===== config.mk =====
export PLATFORM = sky130hd
export DESIGN_NAME = cello_lut_seq
export DESIGN_NICKNAME = d
export VERILOG_FILES = /design/src/rtl/cello_lut_pkg.sv /design/src/rtl/cello_lut_stage.sv /design/src/rtl/cello_lut_seq.sv
export SDC_FILE = /design/constraint.sdc
export NUM_CORES = 1
export LEC_CHECK = 0
export CORE_MARGIN = 5
export CORE_UTILIZATION = 40
export CTS_BUF_LIST = sky130_fd_sc_hd__clkbuf_8
export CTS_CLUSTER_DIAMETER = 120
export DETAILED_ROUTE_END_ITERATION = 6
export MAX_ROUTING_LAYER = met4
export PLACE_DENSITY_LB_ADDON = 0.05
export SLEW_MARGIN = 20
export SYNTH_ARGS = -nofsm -noshare
export SYNTH_HDL_FRONTEND = slang
export SYNTH_SLANG_ARGS = --single-unit
export TNS_END_PERCENT = 5

===== constraint.sdc =====
create_clock -name clk -period 1.3 [get_ports clk]
set_input_delay 0.195 -clock clk [delete_from_list [all_inputs] [get_ports clk]]
set_output_delay 0.195 -clock clk [all_outputs]
set_load 0.005 [all_outputs]

===== src/rtl/cello_lut_pkg.sv =====
// Shared types and constants for the Cello truth-table evaluator.
package cello_lut_pkg;

  localparam logic [7:0] TT_0X61 = 8'h61;

  function automatic int unsigned tt_w(input int unsigned n_in);
    return 32'd1 << n_in;
  endfunction

  typedef enum logic [1:0] {
    StIdle,
    StLoading,
    StFull
  } cfg_state_e;

endpackage


===== src/rtl/cello_lut_stage.sv =====
// One valid/ready register slice carrying a single result bit.
module cello_lut_stage (
  input  logic i_clk,
  input  logic i_rst,
  input  logic i_load,
  input  logic i_valid,
  input  logic i_data,
  output logic o_valid,
  output logic o_data
);

  logic r_valid;
  logic r_data;

  // Data is only captured with a valid beat so a drained slot keeps its last value.
  always_ff @(posedge i_clk or posedge i_rst) begin
    if (i_rst) begin
      r_valid <= 1'b0;
      r_data  <= 1'b0;
    end else if (i_load) begin
      r_valid <= i_valid;
      if (i_valid) begin
        r_data <= i_data;
      end
    end
  end

  assign o_valid = r_valid;
  assign o_data  = r_data;

endmodule


===== src/rtl/cello_lut_seq.sv =====
// N-input truth-table function with serial reloadable table and a DELAY-deep
// valid/ready pipeline modelling gate-cascade propagation.
module cello_lut_seq
  import cello_lut_pkg::*;
#(
  parameter int unsigned               N_IN     = 3,
  parameter int unsigned               DELAY    = 2,
  parameter logic [tt_w(N_IN)-1:0]     TT_RESET = TT_0X61,
  parameter int unsigned               CNT_W    = 16
) (
  input  logic                  clk,
  input  logic                  rst,
  input  logic                  in_valid,
  output logic                  in_ready,
  input  logic [N_IN-1:0]       in_data,
  output logic                  out_valid,
  input  logic                  out_ready,
  output logic                  out_data,
  input  logic                  cfg_shift,
  input  logic                  cfg_bit,
  input  logic                  cfg_commit,
  output logic                  cfg_err,
  output logic [tt_w(N_IN)-1:0] active_tt,
  output logic [CNT_W-1:0]      done_cnt
);

  localparam int unsigned           TT_W   = tt_w(N_IN);
  localparam int unsigned           BC_W   = $clog2(TT_W + 1);
  localparam logic [BC_W-1:0]       TT_W_C = BC_W'(TT_W);

  cfg_state_e       r_state;
  cfg_state_e       w_state_d;
  logic [TT_W-1:0]  r_shadow;
  logic [TT_W-1:0]  w_shadow_d;
  logic [BC_W-1:0]  r_cnt;
  logic [BC_W-1:0]  w_cnt_d;
  logic [BC_W-1:0]  w_cnt_inc;
  logic [TT_W-1:0]  r_tt;
  logic [TT_W-1:0]  w_tt_d;
  logic             r_err;
  logic             w_err_d;
  logic [CNT_W-1:0] r_done;

  logic [DELAY:0]   w_chain_v;
  logic [DELAY:0]   w_chain_d;
  logic [DELAY-1:0] w_load;

  assign w_cnt_inc = r_cnt + BC_W'(1);

  // Config FSM: state register
  always_ff @(posedge clk or posedge rst) begin
    if (rst) begin
      r_state <= StIdle;
    end else begin
      r_state <= w_state_d;
    end
  end

  // Config FSM: next state; a commit always wins over a same-cycle shift
  always_comb begin
    w_state_d = r_state;
    if (cfg_commit) begin
      w_state_d = StIdle;
    end else if (cfg_shift) begin
      case (r_state)
        StIdle:    w_state_d = (TT_W_C == BC_W'(1)) ? StFull : StLoading;
        StLoading: w_state_d = (w_cnt_inc == TT_W_C) ? StFull : StLoading;
        StFull:    w_state_d = StFull;
        default:   w_state_d = StIdle;
      endcase
    end
  end

  // Config FSM: table datapath updates
  always_comb begin
    w_shadow_d = r_shadow;
    w_cnt_d    = r_cnt;
    w_tt_d     = r_tt;
    w_err_d    = r_err;
    if (cfg_commit) begin
      w_cnt_d = '0;
      if (r_state == StFull) begin
        w_tt_d  = r_shadow;
        w_err_d = 1'b0;
      end else begin
        w_err_d = 1'b1;
      end
    end else if (cfg_shift) begin
      w_shadow_d = {r_shadow[TT_W-2:0], cfg_bit};
      w_cnt_d    = (r_state == StFull) ? TT_W_C : w_cnt_inc;
    end
  end

  always_ff @(posedge clk or posedge rst) begin
    if (rst) begin
      r_shadow <= '0;
      r_cnt    <= '0;
      r_tt     <= TT_RESET;
      r_err    <= 1'b0;
    end else begin
      r_shadow <= w_shadow_d;
      r_cnt    <= w_cnt_d;
      r_tt     <= w_tt_d;
      r_err    <= w_err_d;
    end
  end

  always_ff @(posedge clk or posedge rst) begin
    if (rst) begin
      r_done <= '0;
    end else if (out_valid && out_ready) begin
      r_done <= r_done + CNT_W'(1);
    end
  end

  // Lookup at acceptance, so later commits cannot touch in-flight results.
  assign w_chain_v[0] = in_valid;
  assign w_chain_d[0] = r_tt[in_data];

  for (genvar k = 0; k < DELAY; k++) begin : g_stage
    localparam logic [DELAY-1:0] LowMask = DELAY'((64'd1 << k) - 64'd1);

    // Slot k can load unless it and every slot after it are full with the sink stalled.
    assign w_load[k] = out_ready | ~&(w_chain_v[DELAY:1] | LowMask);

    cello_lut_stage u_stage (
      .i_clk   (clk),
      .i_rst   (rst),
      .i_load  (w_load[k]),
      .i_valid (w_chain_v[k]),
      .i_data  (w_chain_d[k]),
      .o_valid (w_chain_v[k+1]),
      .o_data  (w_chain_d[k+1])
    );
  end

  assign in_ready  = w_load[0];
  assign out_valid = w_chain_v[DELAY];
  assign out_data  = w_chain_d[DELAY];
  assign cfg_err   = r_err;
  assign active_tt = r_tt;
  assign done_cnt  = r_done;

endmodule


==> impl_metrics.json, run 1 <==
{
  "port_buffers": 37,
  "fmax_mhz": 726.5,
  "ys_warn_count": 0,
  "path_cells": "ha_2 > and4_4 > nor3b_4 > nand3_1 > xnor2_1",
  "vias": 1345,
  "setup_violations": 4,
  "fin_ws_ps": -76.56,
  "drv_cap": 0,
  "worstMarginPinSlew_ps": 264.0,
  "synth_cell_types": 39,
  "met2_usage_pct": 20.96,
  "grt-ovfl-total": 0,
  "synth.cell_area_sq_um": 1908,
  "first_pass_iters": 4,
  "ys_seq_elements": 43,
  "internal-power_mw": 2.405,
  "final_common_cell": "dfrtp_1",
  "report.final.hold_viol_count": 0,
  "antenna_cells": 0,
  "final_cell_mix": "dfrtp_1, dlygate4sd2_1, buf_4",
  "grt_start_max_net_pins": 44,
  "io_pins": 38,
  "max_slew_margin_pct": 82.27,
  "post-dp-hpwl_mm": 2.855,
  "syn_inst": 149,
  "hp-class": "primary input to async pin",
  "track_usage_pct": 13.89,
  "peakVddDrop_v": 0.0007143,
  "grt_pass1_wl_mm": 6.672,
  "path_max_fanout": 3,
  "met1_usage_pct": 18.21,
  "die_h_microns": 79.07,
  "cp_data_arrival_time_ps": 1560,
  "clk_pin_slew_worst_paths_ps": 80,
  "rr_endpoint": "done_cnt[12]",
  "power_density_nw_per_um2": 1257,
  "seq_power_share_pct": 50.9,
  "drv_slew": 0,
  "rsz0062_at_grt": "yes",
  "worst-path-buf-inv": 0,
  "cts_inserted_buffers": 5,
  "required_ps": 1480,
  "seq_area_sq_um": 1081,
  "viasPerCell": 4.981,
  "grt_pass1_vias": 1428,
  "antenna_found_initial": 0,
  "wl_mm": 3.852,
  "cp_slowest_stage_delay_ps": 360,
  "h-tree-depth": 2,
  "busiest_layer": "met2",
  "area_growth_pct": 39.08,
  "num-nets-final": 227,
  "hold-worst-slack_ps": 252.0,
  "fin_skew_ps": 7.182,
  "clock_latency_ps": 290,
  "swShare_pct": 27.93,
  "post_drt_wl_per_cell_microns": 14.27,
  "place.gp.congestion": 0.9056,
  "cts_sinks": 43,
  "die_area_sq_um": 6251,
  "rr_worst_depth": 5,
  "outcome": "complete, but fails checks",
  "leakage_nw": 1.298,
  "power_frac_comb_pct": 24.9,
  "root_buffer": "clkbuf_8",
  "cts_tree": "done",
  "cp_top_family": "simple AND/OR/NAND/NOR gates",
  "grt_use_met3_pct": 4.422,
  "postSynthAreaPerCell_sq_um": 12.81,
  "path_class": "flop to flop",
  "layout_min_cycle_time_ps": 1377,
  "r2r_slack_ps": -80,
  "r2r-start": "done_cnt[1]",
  "power.switching_mw": 0.9320,
  "first_iter_violations": 53,
  "power.total_mw": 3.337,
  "cp-end-kind": "flop",
  "pwr-share-clk_pct": 24.2,
  "drive_above_1_share_pct": 31.94,
  "violations": "setup timing",
  "syn-num-nets": 161,
  "final_min_period_over_clock_period_pct": 105.9,
  "die_w_microns": 79.07,
  "ys_seq_area_share_pct": 56.59,
  "drc": 0,
  "start_kind": "flop",
  "slowest_stage": "dfrtp_1",
  "dpl.cell_count": 261,
  "core-area_sq_um": 4692,
  "fillers": 403,
  "ant_nets": 0,
  "start_util_pct": 40.67,
  "final_cells": 270,
  "core.rowCount": 25,
  "multi_input_area_sq_um": 850.8,
  "cts_buffer_depth": 2
}
==> power groups by stage <==
stage | sequential (mW) | clock [mW] | combinational [mW]
5_1_grt | 1.73 | 0.921 | 0.923
3_5_place_dp | 1.73 | 0 | 0.871
2_1_floorplan | 1.74 | 0 | 0.332
6_report | 1.70 | 0.808 | 0.831
3_3_place_gp | 1.72 | 0 | 0.837
4_1_cts | 1.70 | 0.837 | 0.823
==> timing repair <==
item,4_1_cts,5_1_grt
hold buffers,0,0
endpoints found under the hold margin,0,0
setup endpoints to repair,40,28
gates resized for setup,36,16
setup buffers,1,0
pin swaps,5,8
==> cells by family after synthesis <==
kind of cell	Yosys count	synth area share (%)
compound gates	12	3.869
xor+xnor	16	7.345
fa+ha+maj	2	1.311
buf+inv	6	1.508
flops	43	56.59
mux	23	13.90
simple gates	47	15.48
==> synthesized netlist by cell type (all sizes together) <==
master / instances / area [sq um]
mux2i: 4 / 40.04
xnor2: 14 / 122.6
nor3: 2 / 10.01
nand3: 8 / 50.05
and4: 1 / 11.26
a211o: 1 / 8.760
a21oi: 5 / 25.02
xor2: 2 / 17.52
a311oi: 1 / 8.760
inv: 3 / 11.26
dfstp: 3 / 78.83
nand4b: 1 / 8.760
a211oi: 1 / 7.510
nand3b: 1 / 7.510
a31oi: 1 / 6.260
o21ai: 2 / 10.00
dfrtp: 40 / 1001
nand2: 14 / 55.06
nor3b: 1 / 12.51
and2b: 1 / 7.510
o21a: 1 / 7.510
nor2: 5 / 18.77
buf: 3 / 17.52
ha: 2 / 25.02
nor4: 1 / 21.27
mux4: 1 / 22.52
nand4: 3 / 33.78
mux2: 18 / 202.7
and3: 3 / 18.77
or2b: 1 / 8.760
nand2b: 4 / 25.02
or2: 1 / 6.260
==> cell type report <==
class	instances	share of cell area [%]
clock inverter	3	0.6129
tap	54	2.546
sequential	43	40.74
timing repair buffer	62	21.03
clock buffer	5	2.593
multi-input combinational	100	32.06
inverter	3	0.4243
==> worst reg2reg max path, delay by kind of cell, from the launching register on <==
family	cells	cell delay [ps]
flip-flops	1	360
adder cells (fa/ha/maj)	1	190
XOR/XNOR	1	140
AND/OR/NAND/NOR	3	590
==> stage by stage <==
stage | setup slack [ps] | TNS, ps | cell area, sq um | util, %
finish | -76.56 | -237.9 | 2654 | 56.56
global route | -155.6 | -765.6 | 2654 | 56.56
CTS | -95.02 | -345.4 | 2610 | 55.63
detailed placement | -405.1 | -8091 | 2540 | 54.13
global placement | -372.7 | -7399 | 2540 | 54.13
floorplan | -61.08 | -120.1 | 1914 | -
==> how the worst max path moves through the flow <==
| stage | start | end | depth (start not counted) |
|---|---|---|---|
| 3_3_place_gp | out_ready | in_ready | 3 |
| 6_report | done_cnt[1] | done_cnt[12] | 5 |
| 4_1_cts | done_cnt[0] | done_cnt[12] | 5 |
| 2_1_floorplan | done_cnt[0] | done_cnt[14] | 5 |
| 3_5_place_dp | out_ready | done_cnt[15] | 5 |
| 5_1_grt | done_cnt[1] | done_cnt[14] | 5 |
==> registers in the layout, indices dropped and copies added (netlist names) <==
| name | cells |
|---|---|
| active_tt | 8 |
| cfg_err | 1 |
| done_cnt | 16 |
| g_stage.u_stage.o_data | 2 |
| g_stage.u_stage.o_valid | 2 |
| r_cnt | 4 |
| r_shadow | 8 |
| r_state | 2 |
==> metal layers <==
layer  part of all wire (%)  routed length [microns]  up-vias
met5                      0                        0        -
met4                   0.49                       19        0
met2                     49                     1894       30
met1                     46                     1776      662
li1                       -                        -      651
met3                    4.2                      162        2
(Power assumes the default switching activity.)
==> inputs of run 2 (changes only) <==
--- a/config.mk
+++ b/config.mk
@@ -12,6 +12,7 @@
 export DETAILED_ROUTE_END_ITERATION = 6
 export MAX_ROUTING_LAYER = met4
 export PLACE_DENSITY_LB_ADDON = 0.05
+export RECOVER_POWER = 50
 export SLEW_MARGIN = 20
 export SYNTH_ARGS = -nofsm -noshare
 export SYNTH_HDL_FRONTEND = slang
==> impl_metrics.json, run 2 (synthesis results as in run 1) <==
{
  "die_h_microns": 79.07,
  "path_class": "flop to flop",
  "viasPerCell": 5.004,
  "drc": 0,
  "drv_cap": 0,
  "die_w_microns": 79.07,
  "final_common_cell": "dfrtp_1",
  "first_iter_violations": 47,
  "r2r_slack_ps": -80,
  "grt_use_met3_pct": 4.422,
  "hp-class": "primary input to flop",
  "cts_tree": "done",
  "post-dp-hpwl_mm": 2.855,
  "r2r-start": "done_cnt[1]",
  "crit_cells": 5,
  "place_area_sq_um": 2540,
  "rr_worst_depth": 5,
  "power_frac_comb_pct": 24.8,
  "required_ps": 1480,
  "root_buffer": "clkbuf_8",
  "grt_pass1_wl_mm": 6.672,
  "start_util_pct": 40.67,
  "fin_skew_ps": 5.981,
  "hold-worst-slack_ps": 435.0,
  "postCtsHoldBufs": 0,
  "cp_data_arrival_time_ps": 1550,
  "seq_power_share_pct": 51.1,
  "clk_pin_slew_worst_paths_ps": 80,
  "place.gp.congestion": 0.9056,
  "swShare_pct": 27.87,
  "antenna_cells": 0,
  "violations": "setup timing",
  "final_cell_mix": "dfrtp_1, dlygate4sd2_1, buf_4",
  "drive_above_1_share_pct": 31.48,
  "port_buffers": 37,
  "largest_reg_flops": 16,
  "power_density_nw_per_um2": 1260,
  "path_max_fanout": 3,
  "fin_area_sq_um": 2638,
  "io_pins": 38,
  "wl_mm": 3.841,
  "clock_latency_ps": 280,
  "grt_start_max_net_pins": 44,
  "start_kind": "flop",
  "setup.worst_path.start": "done_cnt[1]",
  "rsz0062_at_grt": "yes",
  "area_growth_pct": 38.23,
  "setup_violations": 4,
  "slowest_stage": "dfrtp_1",
  "cts_inserted_buffers": 5,
  "met1_usage_pct": 18.21,
  "layout_min_cycle_time_ps": 1376,
  "core.rowCount": 25,
  "internal-power_mw": 2.398,
  "rr_endpoint": "done_cnt[12]",
  "met2_usage_pct": 20.96,
  "worst-path-buf-inv": 0,
  "cp_slowest_stage_delay_ps": 360,
  "power.switching_mw": 0.9264,
  "post_drt_wl_per_cell_microns": 14.23,
  "first_pass_iters": 4,
  "fin_ws_ps": -76.38,
  "final_min_period_over_clock_period_pct": 105.9,
  "num-nets-final": 227,
  "endpoint": "done_cnt[12]",
  "drv_slew": 0,
  "antenna_found_initial": 0,
  "busiest_layer": "met2",
  "core-area_sq_um": 4692,
  "cp-end-kind": "flop",
  "fmax_mhz": 726.5,
  "max_slew_margin_pct": 61.87,
  "grt-ovfl-total": 0,
  "outcome": "complete, but fails checks",
  "track_usage_pct": 13.89,
  "grt_pass1_vias": 1428,
  "vias": 1351,
  "cts_sinks": 43,
  "worstMarginPinSlew_ps": 572.0,
  "leakage_nw": 1.289,
  "pwr-share-clk_pct": 24.2,
  "cp_top_family": "simple AND/OR/NAND/NOR gates",
  "ant_nets": 0,
  "post-route-util_pct": 56.21,
  "h-tree-depth": 2,
  "report.final.hold_viol_count": 0,
  "path_cells": "ha_2 > and4_4 > nor3b_4 > nand3_1 > xnor2_1",
  "peakVddDrop_v": 0.0007140,
  "cts_buffer_depth": 2,
  "die_area_sq_um": 6251
}
[run 2: changes by cell type in the layout (fill, tap and decap cells not counted)]
cell / before / now
clkbuf_1: 0 / 1
buf_4: 22 / 19
buf_12: 2 / 1
clkdlybuf4s50_1: 7 / 6
clkbuf_4: 0 / 3
dlygate4sd3_1: 0 / 1
[run 2: through the flow]
| step | cells | power, mW | setup slack (ps) | setup TNS [ps] |
|---|---|---|---|---|
| floorplan | 149 | 2.075 | -61.08 | -120.1 |
| detailed placement | 261 | 2.599 | -405.1 | -8091 |
| finish | 270 | 3.324 | -76.38 | -238.6 |
| global route | 270 | 3.569 | -155.6 | -761.6 |
| CTS | 270 | 3.359 | -95.02 | -345.4 |
| global placement | 261 | 2.559 | -372.7 | -7399 |
[run 2: cell type report]
type	count	area [sq um]
Clock buffer	5	68.82
Clock inverter	3	16.27
Fill cell	406	2054
Inverter	3	11.26
Multi-Input combinational cell	100	850.8
Sequential cell	43	1081
Tap cell	54	67.56
Timing Repair Buffer	62	541.8
[run 2: power groups by stage]
| stage | registers, mW | logic, mW | clock network [mW] |
|---|---|---|---|
| after floorplan | 1.74 | 0.332 | 0 |
| after global placement | 1.72 | 0.837 | 0 |
| after detailed placement | 1.73 | 0.871 | 0 |
| after CTS | 1.70 | 0.823 | 0.837 |
| after global routing | 1.73 | 0.915 | 0.921 |
| final | 1.70 | 0.823 | 0.803 |
[run 2: metal layers]
layer  share of wire, %  vias up
li1                   -      652
met1                 45      669
met2                 50       28
met3                4.1        2
met4               0.49        0
met5                  0        -
[run 2: worst min-delay path by stage]
stage / from / end / slack (ps) / depth (start not counted)
after floorplan: in_valid / g_stage[0].u_stage.o_valid / 300 / 1
after global routing: out_ready / done_cnt[2] / 450 / 3
after detailed placement: g_stage[0].u_stage.o_data / g_stage[0].u_stage.o_data / 470 / 2
after global placement: done_cnt[15] / done_cnt[15] / 460 / 1
final: out_ready / done_cnt[2] / 440 / 3
after CTS: rst / done_cnt[10] / 270 / 3
[run 2: worst register-to-register path, cell delays in order (launching register included)]
cell     delay (ps)
dfrtp_1         360
ha_2            190
and4_4          210
nor3b_4         250
nand3_1         130
xnor2_1         140
[run 2: timing repair]
item | in CTS | in global routing
resized for setup | 36 | 16
setup buffers | 1 | 0
pin swaps | 5 | 8
setup endpoints to repair | 40 | 28
